File: src/rtl/dma_copy.sv
// -----------------------------------------------------------------------------
// dma_copy
//
// Single-channel word copy engine. It moves len 32-bit words from src to dst
// through one shared memory port. Each word is one granted read followed by
// one granted write, in ascending address order.
//
// Ports
//   clk     : system clock, rising-edge
//   reset   : asynchronous, active-low reset
//   start   : copy request, only looked at while idle
//   src     : byte address of first source word (must be word aligned)
//   dst     : byte address of first destination word (must be word aligned)
//   len     : number of words to copy
//   grant   : memory port granted to this block in the current cycle
//   busy    : copy in progress
//   done    : one-cycle pulse after a copy completes (or a len==0 request)
//   error   : one-cycle pulse after a misaligned request is rejected
//   count   : words written so far in the current / most recent copy
//   mem_a   : word-aligned byte address to memory
//   mem_we  : memory write enable
//   mem_wd  : memory write data
//   mem_rd  : memory read data, combinational for the current mem_a
// -----------------------------------------------------------------------------
module dma_copy #(
  parameter int LEN_W = 16
) (
  input  logic             clk,
  input  logic             reset,
  input  logic             start,
  input  logic [31:0]      src,
  input  logic [31:0]      dst,
  input  logic [LEN_W-1:0] len,
  input  logic             grant,
  output logic             busy,
  output logic             done,
  output logic             error,
  output logic [LEN_W-1:0] count,
  output logic [31:0]      mem_a,
  output logic             mem_we,
  output logic [31:0]      mem_wd,
  input  logic [31:0]      mem_rd
);

  localparam logic [1:0] ST_IDLE  = 2'd0;
  localparam logic [1:0] ST_READ  = 2'd1;
  localparam logic [1:0] ST_WRITE = 2'd2;

  logic [1:0]       state_reg,     state_next;
  logic [31:0]      src_reg,       src_next;
  logic [31:0]      dst_reg,       dst_next;
  logic [LEN_W-1:0] remaining_reg, remaining_next;
  logic [LEN_W-1:0] count_reg,     count_next;
  logic [31:0]      data_reg,      data_next;
  logic             done_reg,      done_next;
  logic             error_reg,     error_next;

  always_comb begin
    state_next     = state_reg;
    src_next       = src_reg;
    dst_next       = dst_reg;
    remaining_next = remaining_reg;
    count_next     = count_reg;
    data_next      = data_reg;
    done_next      = 1'b0;
    error_next     = 1'b0;

    case (state_reg)
      ST_IDLE: begin
        if (start) begin
          if ((src[1:0] != 2'b00) || (dst[1:0] != 2'b00)) begin
            // Rejected request leaves count showing the previous copy.
            error_next = 1'b1;
          end else if (len == '0) begin
            // Empty copy completes without touching memory.
            done_next  = 1'b1;
            count_next = '0;
          end else begin
            src_next       = src;
            dst_next       = dst;
            remaining_next = len;
            count_next     = '0;
            state_next     = ST_READ;
          end
        end
      end
      ST_READ: begin
        if (grant) begin
          data_next  = mem_rd;
          state_next = ST_WRITE;
        end
      end
      ST_WRITE: begin
        if (grant) begin
          // 32-bit wrap of the pointers is intentional and not flagged.
          src_next       = src_reg + 32'd4;
          dst_next       = dst_reg + 32'd4;
          count_next     = count_reg + LEN_W'(1);
          remaining_next = remaining_reg - LEN_W'(1);
          if (remaining_reg == LEN_W'(1)) begin
            state_next = ST_IDLE;
            done_next  = 1'b1;
          end else begin
            state_next = ST_READ;
          end
        end
      end
      default: begin
        state_next = ST_IDLE;
      end
    endcase
  end

  always_ff @(posedge clk or negedge reset) begin
    if (!reset) begin
      state_reg     <= ST_IDLE;
      src_reg       <= '0;
      dst_reg       <= '0;
      remaining_reg <= '0;
      count_reg     <= '0;
      data_reg      <= '0;
      done_reg      <= 1'b0;
      error_reg     <= 1'b0;
    end else begin
      state_reg     <= state_next;
      src_reg       <= src_next;
      dst_reg       <= dst_next;
      remaining_reg <= remaining_next;
      count_reg     <= count_next;
      data_reg      <= data_next;
      done_reg      <= done_next;
      error_reg     <= error_next;
    end
  end

  // Memory-side outputs decode only from the state register, so an
  // asynchronous reset forces mem_we low immediately, without a clock edge.
  always_comb begin
    mem_a  = 32'd0;
    mem_wd = 32'd0;
    mem_we = 1'b0;
    case (state_reg)
      ST_READ: begin
        mem_a = src_reg;
      end
      ST_WRITE: begin
        mem_a  = dst_reg;
        mem_wd = data_reg;
        mem_we = grant;
      end
      default: begin
        mem_a = 32'd0;
      end
    endcase
  end

  assign busy  = (state_reg == ST_READ) || (state_reg == ST_WRITE);
  assign done  = done_reg;
  assign error = error_reg;
  assign count = count_reg;

endmodule

File: config.mk
export PLATFORM = sky130hd
export DESIGN_NAME = dma_copy
export DESIGN_NICKNAME = d
export VERILOG_FILES = /design/src/rtl/dma_copy.sv
export SDC_FILE = /design/constraint.sdc
export NUM_CORES = 1
export LEC_CHECK = 0
export BUFFER_PORTS_ARGS = -buffer_cell sky130_fd_sc_hd__buf_4
export CORE_MARGIN = 1
export CORE_UTILIZATION = 25
export DETAILED_ROUTE_END_ITERATION = 10
export PLACE_DENSITY = 0.47
export SLEW_MARGIN = 15
export SYNTH_ARGS = -nofsm -noshare
export SYNTH_HDL_FRONTEND = slang
export SYNTH_SLANG_ARGS = --single-unit
File: constraint.sdc
create_clock -name clk -period 1.89 [get_ports clk]
set_input_delay 0.0945 -clock clk [delete_from_list [all_inputs] [get_ports clk]]
set_output_delay 0.0945 -clock clk [all_outputs]
set_load 0.05 [all_outputs]
==> summary.txt, run 1 <==
Final Hold Fails: 2
fmax: 0.494 GHz
largest area contributor in the netlist: dfrtp_1
number of global-route vias before repair: 8469
Most Frequent Cell on Critical Path: buf_12
drt drc: 0
wire per inst: 18.3 um
global-route usage over all layers: 18.4%
Die Y: 184 um
Tot Pwr: 24.0 mW
Slew Viols, Final: 0
final setup violation count: 51
CP Max Fanout: 8
flip-flop and latch area: 3310 um2
Distinct cells, synth: 64
vias per inst: 5.00
vias: 8723
Max rail drop VDD: 1.07 mV
hold_ws: -0.00461 ns
clock buffer depth: 2
Finished Core Util: 43.7%
Final ANT Viol Nets: 0
CP Cell Sequence: inv_2, ha_4, buf_12, buf_12, nand2_1, a21boi_4, buf_6
GPL Wtd Cong: 0.805
n_diodes: 0
clock-pin slew on the worst setup and hold paths: 0.07 ns
cell area after synthesis: 8250 um2
RSZ-0062 raised after global routing: yes
violations in the final reports: hold timing, setup timing
cts bufs inserted: 17
synthesized flop and latch total: 132
DIE AREA: 33700 um2
Rel. slew slack: 65.3%
endpoint type of the worst setup path: output pin
Post-synth EDFFs: 0
port bufs: 199
Synth area leaders: dfrtp_1 40%, mux2_2 4.6%, nand2_1 4.0%
Pwr per Cell Area: 1690 nW/um2
Max-Cap Viols: 0
io pins: 200
Synth Net Count: 1044
Starting Density: 25.4%
fillers: 3163
Worst Setup SP: state_reg[0]
Crit-path slowest cell: dfrtp_1
layout cells sized above 1: 48.3%
fin nets: 1416
Die W: 184 um
core area: 32500 um2
FF-to-FF Start: state_reg[0]
Worst Clk Skew: 0.0164 ns
Arr. time, crit path: 1.93 ns
crit path time final: 2.02 ns
fin crit share: 107%
worst hold path class: in2reg
share of the synthesized area in the top cell type: 40.0%
ys async rst share: 100%
Area growth, synth to finish: 72.3%
largest net degree at the start of global routing: 52
Least-Margin Pin Slew: 0.520 ns
Hold Startpoint: src[18]
Synth Warn #: 0
fin worst setup slack: -0.133 ns
status: finished with violations
Post-Place Worst Slack: -0.0996 ns
row count: 66
drt pass-1 iters: 5
Syn Inst Count: 918
total gr overflow: 0
initial antenna violation count: 0
Multi-input gate area: 5510 um2
Seq/Total Area, Yosys: 40.0%
final HPWL from detailed placement: 21300 um
root buffer cell: clkbuf_16
Clock Sinks: 132
DRT iter0 DRCs: 522
leakage power figure: 5.92 nW
global-route wire length before repair: 47900 um
CP Data Required Time: 1.80 ns
# H-tree levels: 4
Post-Synthesis Mean Instance Area: 8.99 um2
critical path class: reg2out
clk_lat worst skew: 0.43 ns
total wire length: 32000 um
Synth Flop Type: dfrtp_1
Setup crit start kind: register
Worst path max stage delay: 0.39 ns
CTS tree: built
## worst paths after layout
| kind | endpoint | slack (ns) | cells past startpoint |
|---|---|---|---|
| max in group asynchronous | data_reg[22] | 1.06 | 3 |
| worst max-delay path | mem_a[8] | -0.13 | 7 |
| worst min register to register | data_reg[24] | 0.50 | 1 |
| min in group asynchronous | dst_reg[24] | 0.15 | 2 |
| worst min-delay path | src_reg[18] | -0.005 | 3 |
| worst max register to register | src_reg[31] | -0.12 | 8 |
## where the power goes
part | switching (mW) | internal [mW] | leakage [nW]
registers | 1.27 | 4.05 | 1.56
logic | 7.79 | 7.05 | 4.04
clock network | 1.50 | 2.29 | 0.318
## area by class of cell
cell class              instances  area share [%]
multi-input cells             698            38.8
repair buffers                426            29.1
flip-flops and latches        132            23.3
well taps                     442            3.89
clock buffers                  18            3.09
clock inverters                14            1.51
inverters                      15           0.396
## through the flow
stage                     TNS [ns]  instance area, um2  cells
final                        -3.86               14200   1745
after global routing        -10.34               14200   1745
after CTS                    -4.39               13400   1728
after detailed placement     -1.15               11300   1606
after global placement      -0.430               11300   1606
after floorplan             -0.819                8600    918
## cells in the final DEF (no fill, tap or decap), types with 15 or more instances in the layout
cell	Yosys	final
dfrtp_1	132	128
and2_2	0	24
a2bb2oi_2	0	21
buf_8	0	16
nor2_1	53	51
buf_6	6	46
nand2_1	89	71
nor3_1	22	20
o22ai_1	34	33
a22oi_2	0	20
dlygate4sd3_1	0	74
nand3_1	50	48
buf_12	0	17
o21ai_0	34	32
clkbuf_16	0	21
nand4_1	23	23
and3_1	15	15
a21oi_2	16	27
mux2_2	34	34
buf_4	4	260
a21oi_1	55	42
nor2b_4	0	21
## per-layer routing
metal | track usage [%] | vias to the layer above | share of wire [%] | routed length, um
met5 | 0 | - | 0 | 0
met4 | 6.83 | 0 | 3.3 | 1050
met3 | 2.93 | 55 | 4.8 | 1520
met2 | 30.0 | 283 | 47 | 15100
met1 | 24.5 | 4237 | 45 | 14400
li1 | - | 4148 | - | -
## cell usage after synthesis (12+ instances only)
master and number:
dfrtp_1 132, nand2_1 89, a21oi_1 55, nor2_1 53
nand3_1 50, and2_1 44, clkbuf_1 42, mux2_2 34
o21ai_0 34, o22ai_1 34, a2bb2oi_1 33, nor2b_1 24
nand4_1 23, nor3_1 22, a22oi_1 21, buf_2 17
a21oi_2 16, and3_1 15, inv_1 15, nor4_1 14
a31oi_1 12
## critical path, delay by kind of cell, from the launching register on
family	cells	cell delay [ns]
and+or+nand+nor	1	0.14
DFF	1	0.39
AOI/OAI and AO/OA	1	0.25
adders and majority gates	1	0.17
buffers and inverters	4	0.57
## kinds of logic after synthesis
| group | count (synthesis) | synth area share, % |
|---|---|---|
| simple gates | 372 | 24.4 |
| compound gates | 264 | 22.5 |
| flops | 132 | 40.0 |
| buf+inv | 88 | 4.99 |
| mux | 41 | 5.49 |
| xor+xnor | 11 | 1.17 |
| fa+ha+maj | 10 | 1.52 |
## what timing repair did
action | in CTS | in global routing
cloned | 8 | 5
resized for setup | 105 | 121
setup buffers | 9 | 12
hold endpoints to repair | 110 | 0
hold buffers | 74 | 0
setup endpoints to repair | 103 | 144
pin swaps | 17 | 31
Note: power is estimated with default switching activity, not from simulation.
==> run 2, diff against run 1 <==
--- a/config.mk
+++ b/config.mk
@@ -6,10 +6,11 @@
 export NUM_CORES = 1
 export LEC_CHECK = 0
 export BUFFER_PORTS_ARGS = -buffer_cell sky130_fd_sc_hd__buf_4
+export CORE_ASPECT_RATIO = 0.5
 export CORE_MARGIN = 1
 export CORE_UTILIZATION = 25
 export DETAILED_ROUTE_END_ITERATION = 10
-export PLACE_DENSITY = 0.47
+export PLACE_DENSITY = 0.45
 export SLEW_MARGIN = 15
 export SYNTH_ARGS = -nofsm -noshare
 export SYNTH_HDL_FRONTEND = slang
==> constraint.sdc (replaced) <==
create_clock -name clk -period 2 [get_ports clk]
set_input_delay 0.1 -clock clk [delete_from_list [all_inputs] [get_ports clk]]
set_output_delay 0.1 -clock clk [all_outputs]
set_load 0.05 [all_outputs]
==> run 2 against run 1 <==
The flow still finishes with violations (hold timing, setup timing). Clock power shrank 20%. Non-clock buffer count fell by 12. Flip-flop and latch count stayed put.
==> summary.txt, run 2 (same netlist as run 1, synthesis figures left out) <==
status: finished with violations
violations in the final reports: hold timing, setup timing
Setup TNS: -3.60 ns (+0.260 ns)
Cell Int Power: 11.9 mW (-12%)
switch share: 45.0% (+0.91 points)
fillers: 3075 (-2.8%)
initial antenna violation count: 0 (unchanged)
endpoint type of the worst setup path: register
fin crit share: 105%
vias: 8730 (+0.080%)
Finished Core Util: 43.5% (-0.20 points)
layout cells sized above 1: 45.1% (-3.2 points)
drt pass-1 iters: 5 (unchanged)
Cell Area, Placed: 10900 um2 (-4.0%)
CP Data Required Time: 2.33 ns (+0.53 ns)
fmax: 0.476 GHz
io pins: 200 (unchanged)
Logic pwr share: 62.7% (+0.7 points)
DRT iter0 DRCs: 598 (+15%)
largest net degree at the start of global routing: 62 (+19%)
vias per inst: 5.08 (+1.5%)
RSZ-0062 raised after global routing: yes
Die W: 259 um (+41%)
drt drc: 0 (unchanged)
clock-pin slew on the worst setup and hold paths: 0.06 ns (about the same)
CTS tree: built
sequential share of power: 23.2% (+1.0 points)
number of global-route vias before repair: 8736 (+3.2%)
hold_ws: -0.00332 ns (+0.00130 ns)
clk_lat worst skew: 0.45 ns (+0.02 ns)
most frequent cells in the layout: 215 x buf_4, 132 x dfrtp_1, 95 x dlygate4sd3_1
Area growth, synth to finish: 68.9%
critical path class: reg2reg
Max-Cap Viols: 0 (unchanged)
cts bufs inserted: 17 (unchanged)
Net Sw Power: 9.69 mW (-8.2%)
most common cell after layout, fill and taps aside: buf_4
Worst Clk Skew: 0.00824 ns (-0.00821 ns)
Rel. slew slack: 66.6% (+1.3 points)
Slew Viols, Final: 0 (unchanged)
DIE AREA: 33800 um2 (+0.13%)
total gr overflow: 0 (unchanged)
GPL Wtd Cong: 0.791 (-1.8%)
Final ANT Viol Nets: 0 (unchanged)
global-route usage over all layers: 19.2% (+0.77 points)
port bufs: 199 (unchanged)
leakage power figure: 5.72 nW (-3.5%)
# H-tree levels: 4 (unchanged)
crit path time final: 2.10 ns
row count: 46 (-30%)
final setup violation count: 98 (+92%)
wire per inst: 19.3 um (+5.4%)
Setup crit start kind: register
part of the power in the clock network: 14.1% (-1.7 points)
final HPWL from detailed placement: 21100 um (-0.82%)
clock buffer depth: 2 (unchanged)
Least-Margin Pin Slew: 0.500 ns (-0.0200 ns)
Pwr per Cell Area: 1550 nW/um2 (-8.3%)
Clock Sinks: 132 (unchanged)
Max rail drop VDD: 0.664 mV (-38%)
CP Max Fanout: 8 (unchanged)
Arr. time, crit path: 2.43 ns (+0.50 ns)
worst hold path class: in2reg
core area: 32100 um2 (-1.5%)
Final Hold Fails: 1 (-1)
total wire length: 33300 um (+3.9%)
Starting Density: 25.7% (+0.38 points)
global-route wire length before repair: 49600 um (+3.6%)
fin worst setup slack: -0.0988 ns (+0.0343 ns)
Tot Pwr: 21.6 mW (-10%)
Die Y: 130 um (-29%)
Finished Cell Area: 13900 um2 (-1.9%)
fin nets: 1404 (-0.85%)
root buffer cell: clkbuf_16
## run 2: worst paths after layout
path / start / to / slack [ns] / cells past startpoint
setup / recovery: state_reg[1] / dst_reg[10] / -0.1 / 10
max in group asynchronous: reset / data_reg[15] / 1.18 / 3
min in group asynchronous: reset / dst_reg[25] / 0.13 / 2
setup reg to reg: state_reg[1] / dst_reg[10] / -0.1 / 10
hold reg to reg: data_reg[10] / data_reg[10] / 0.50 / 1
hold / removal: src[6] / src_reg[6] / -0.003 / 3
## run 2: worst max-delay path: stages, from the launching register on
cell and delay (ns):
dfrtp_1 0.40, buf_6 0.13, ha_4 0.19, buf_6 0.12
nor2b_4 0.12, a31o_4 0.23, buf_6 0.13, o211a_4 0.22
buf_12 0.18, o21a_1 0.10, o22a_1 0.15
## run 2: metrics by stage
| step | hold WS [ns] | cells | setup slack, ns |
|---|---|---|---|
| global route | -0.00129 | 1719 | -0.173 |
| global placement | 0.0443 | 1559 | 0.0312 |
| CTS | 0.000137 | 1707 | -0.0641 |
| finish | -0.00332 | 1720 | -0.0988 |
| detailed placement | 0.0439 | 1559 | 0.00104 |
| floorplan | -0.196 | 918 | -0.0715 |
## run 2: area by class of cell
cell class / instances / area (um2) / share of cell area [%]
multi-input combinational: 698 / 5350 / 38.4
timing repair buffer: 414 / 4150 / 29.7
sequential: 132 / 3300 / 23.7
tap: 432 / 541 / 3.88
clock buffer: 22 / 484 / 3.47
inverter: 15 / 56.3 / 0.404
clock inverter: 6 / 55.1 / 0.395
antenna: 1 / 2.50 / 0.0180
## run 2: what timing repair did
action | 4_1_cts | 5_1_grt
pin swaps | 32 | 17
hold buffers | 95 | 0
resized for setup | 129 | 101
cloned | 10 | 5
hold endpoints to repair | 201 | 0
endpoints found under the setup margin | 70 | 145
setup buffers | 16 | 8
## run 2: per-layer routing
metal,track usage (%),vias up,wire (um)
li1,-,4112,-
met1,24.7,4329,14800
met2,32.1,228,16400
met3,3.09,61,1270
met4,8.53,0,853
met5,0,-,0
## run 2: power groups by stage
stage               Sequential (mW)  Clock (mW)  Combinational [mW]
CTS                            4.92        3.12                12.6
global route                   5.16        3.21                14.3
global placement               4.87           0                10.4
finish                         5.01        3.03                13.5
floorplan                      4.73           0                7.16
detailed placement             4.90           0                10.5
==> run 3, diff against run 2 <==
--- a/config.mk
+++ b/config.mk
@@ -7,10 +7,10 @@
 export LEC_CHECK = 0
 export BUFFER_PORTS_ARGS = -buffer_cell sky130_fd_sc_hd__buf_4
 export CORE_ASPECT_RATIO = 0.5
-export CORE_MARGIN = 1
+export CORE_MARGIN = 3
 export CORE_UTILIZATION = 25
 export DETAILED_ROUTE_END_ITERATION = 10
-export PLACE_DENSITY = 0.45
+export PLACE_DENSITY = 0.49
 export SLEW_MARGIN = 15
 export SYNTH_ARGS = -nofsm -noshare
 export SYNTH_HDL_FRONTEND = slang
==> run 3 against run 2 <==
Highest routed layer unchanged. Critical path depth fell by 3. Die area up 4.7%. Maximum frequency increased by 2.6%. Hold slack better by 0.021 ns. Register-to-register slack better by 0.07 ns. Utilization decreased by 2.3 points. The flow finishes with violations (setup timing). Flip-flop and latch count unchanged. Clock-buffer cell count rose by 1.
==> summary.txt, run 3 (same netlist as run 1, synthesis figures left out) <==
Post-Place Worst Slack: -0.0530 ns (-0.0541 ns)
DRT iter0 DRCs: 633 (+5.9%)
Least-Margin Pin Slew: 0.593 ns (+0.0933 ns)
Crit-path slowest cell: dfrtp_1
Worst Setup SP: state_reg[1]
CP Data Required Time: 1.90 ns (-0.43 ns)
most frequent cells in the layout: 227 x buf_4, 132 x dfrtp_1, 85 x dlygate4sd3_1
n_diodes: 0 (-1)
reg2reg path depth: 7 (-3)
Setup crit start kind: register
Area growth, synth to finish: 60.4%
initial antenna violation count: 0 (unchanged)
drt pass-1 iters: 5 (unchanged)
clock-pin slew on the worst setup and hold paths: 0.06 ns (about the same)
Arr. time, crit path: 1.94 ns (-0.49 ns)
final setup violation count: 16 (-84%)
total gr overflow: 0 (unchanged)
CTS tree: built
leakage power figure: 5.52 nW (-3.3%)
fillers: 3124 (+1.6%)
# H-tree levels: 4 (unchanged)
Worst Path Buf+Inv: 4 (unchanged)
violations in the final reports: setup timing
GPL Wtd Cong: 0.815 (+3.1%)
largest net degree at the start of global routing: 57 (-8.1%)
wire per inst: 19.1 um (-1.4%)
global-route wire length before repair: 48700 um (-1.9%)
Worst path max stage delay: 0.39 ns (about the same)
final HPWL from detailed placement: 21200 um (+0.45%)
Most Frequent Cell on Critical Path: buf_6
Max rail drop VDD: 0.553 mV (-17%)
clk_lat worst skew: 0.44 ns (about the same)
met3 usage: 3.44% (+0.35 points)
Slew Viols, Final: 0 (unchanged)
WP depth: 7 (-3)
CP Max Fanout: 8 (unchanged)
FF-to-FF Start: state_reg[1]
Final Hold Fails: 0 (-1)
DIE AREA: 35400 um2 (+4.7%)
Finished Core Util: 41.2% (-2.3 points)
vias per inst: 5.09 (+0.24%)
GR Util met1: 22.0% (-2.7 points)
RSZ-0062 raised after global routing: yes
io pins: 200 (unchanged)
Starting Density: 25.7% (-0.046 points)
layout cells sized above 1: 40.3% (-4.7 points)
Rel. slew slack: 60.5% (-6.1 points)
row count: 46 (unchanged)
Worst Clk Skew: 0.00824 ns (-0.000000610 ns)
crit path time final: 2.04 ns (-0.0539 ns)
met2 GRT Util: 29.8% (-2.3 points)
port bufs: 199 (unchanged)
Pwr per Cell Area: 1550 nW/um2 (+0.43%)
worst setup path endpoint: mem_a[26]
critical path class: reg2out
endpoint type of the worst setup path: output pin
drt drc: 0 (unchanged)
total wire length: 32300 um (-3.0%)
CP Cell Sequence: buf_6, ha_4, buf_12, buf_16, a22oi_2, nor2b_2, buf_6
Die W: 263 um (+1.5%)
reg2reg end: count[14]
fmax: 0.489 GHz (+2.6%)
vias: 8603 (-1.5%)
fin crit share: 102% (-2.7 points)
global-route usage over all layers: 17.2% (-2.0 points)
Final ANT Viol Nets: 0 (unchanged)
most common cell after layout, fill and taps aside: buf_4
flip-flop and latch area: 3300 um2 (unchanged)
family with the most delay on the worst path: buffers and inverters
cts bufs inserted: 17 (unchanged)
fin worst setup slack: -0.0448 ns (+0.0539 ns)
worst hold path class: in2reg
Max-Cap Viols: 0 (unchanged)
status: finished with violations
number of global-route vias before repair: 8646 (-1.0%)
Die Y: 134 um (+3.1%)
Multi-input gate area: 5050 um2 (-5.7%)
fin nets: 1372 (-2.3%)
Register-to-Register Setup Slack: -0.03 ns (+0.07 ns)
GRT busiest layer: met2
hold_ws: 0.0179 ns (+0.0213 ns)
root buffer cell: clkbuf_16
clock buffer depth: 2 (unchanged)
Setup TNS: -0.220 ns (+3.38 ns)
Clock Sinks: 132 (unchanged)
core area: 32100 um2 (+0.18%)
[run 3: cell types whose count changed in the layout (fill, tap and decap cells not counted), moves of 6 or more]
| cell | delta |
|---|---|
| buf_4 | +12 |
| buf_6 | -30 |
| o21ai_0 | +11 |
| a21oi_2 | -14 |
| o21ai_1 | -6 |
| a2bb2oi_1 | +23 |
| a21oi_1 | +17 |
| nor4_1 | +7 |
| dlygate4sd3_1 | -10 |
| a2bb2oi_2 | -23 |
[run 3: metal layers]
metal | wire [um] | vias up
met1 | 14000 | 4286
met5 | 0 | -
li1 | - | 4050
met3 | 1510 | 44
met2 | 16100 | 223
met4 | 640 | 0
[run 3: layout make-up]
class	instances	area share, %
inverter	15	0.425
sequential	132	25.0
timing repair buffer	381	28.1
tap	432	4.08
clock inverter	9	0.586
multi-input combinational	699	38.2
clock buffer	23	3.69
[run 3: metrics by stage]
step / area (um2) / instances / total power [mW]
2_1_floorplan: 8440 / 918 / 11.9
3_3_place_gp: 10800 / 1545 / 15.1
3_5_place_dp: 10800 / 1545 / 15.3
4_1_cts: 12700 / 1677 / 19.7
5_1_grt: 13200 / 1691 / 21.7
6_report: 13200 / 1691 / 20.5
[run 3: worst min-delay path by stage]
stage,start,to,slack [ns],cells past startpoint
4_1_cts,len[12],remaining_reg[12],0.0008,3
3_5_place_dp,reset,data_reg[15],0.13,1
3_3_place_gp,reset,data_reg[15],0.13,1
6_report,src[21],src_reg[21],0.02,3
2_1_floorplan,reset,count[0],-0.20,0
5_1_grt,dst[14],dst_reg[14],0.007,3
[run 3: worst min-delay path: stages]
cell    delay [ns]
buf_4         0.08
nor3_1        0.04
nor3_1        0.17
[run 3: timing repair]
action	4_1_cts	5_1_grt
cloned	6	9
pin swaps	11	21
endpoints found under the hold margin	138	0
gates resized for setup	66	52
hold buffers	85	0
setup buffers	9	6
endpoints found under the setup margin	45	98
[run 3: power by group]
part	internal, mW	total [mW]	switching [mW]
Clock	1.83	3.09	1.26
Combinational	5.62	12.4	6.76
Sequential	3.82	5.08	1.25
Total	11.3	20.5	9.27
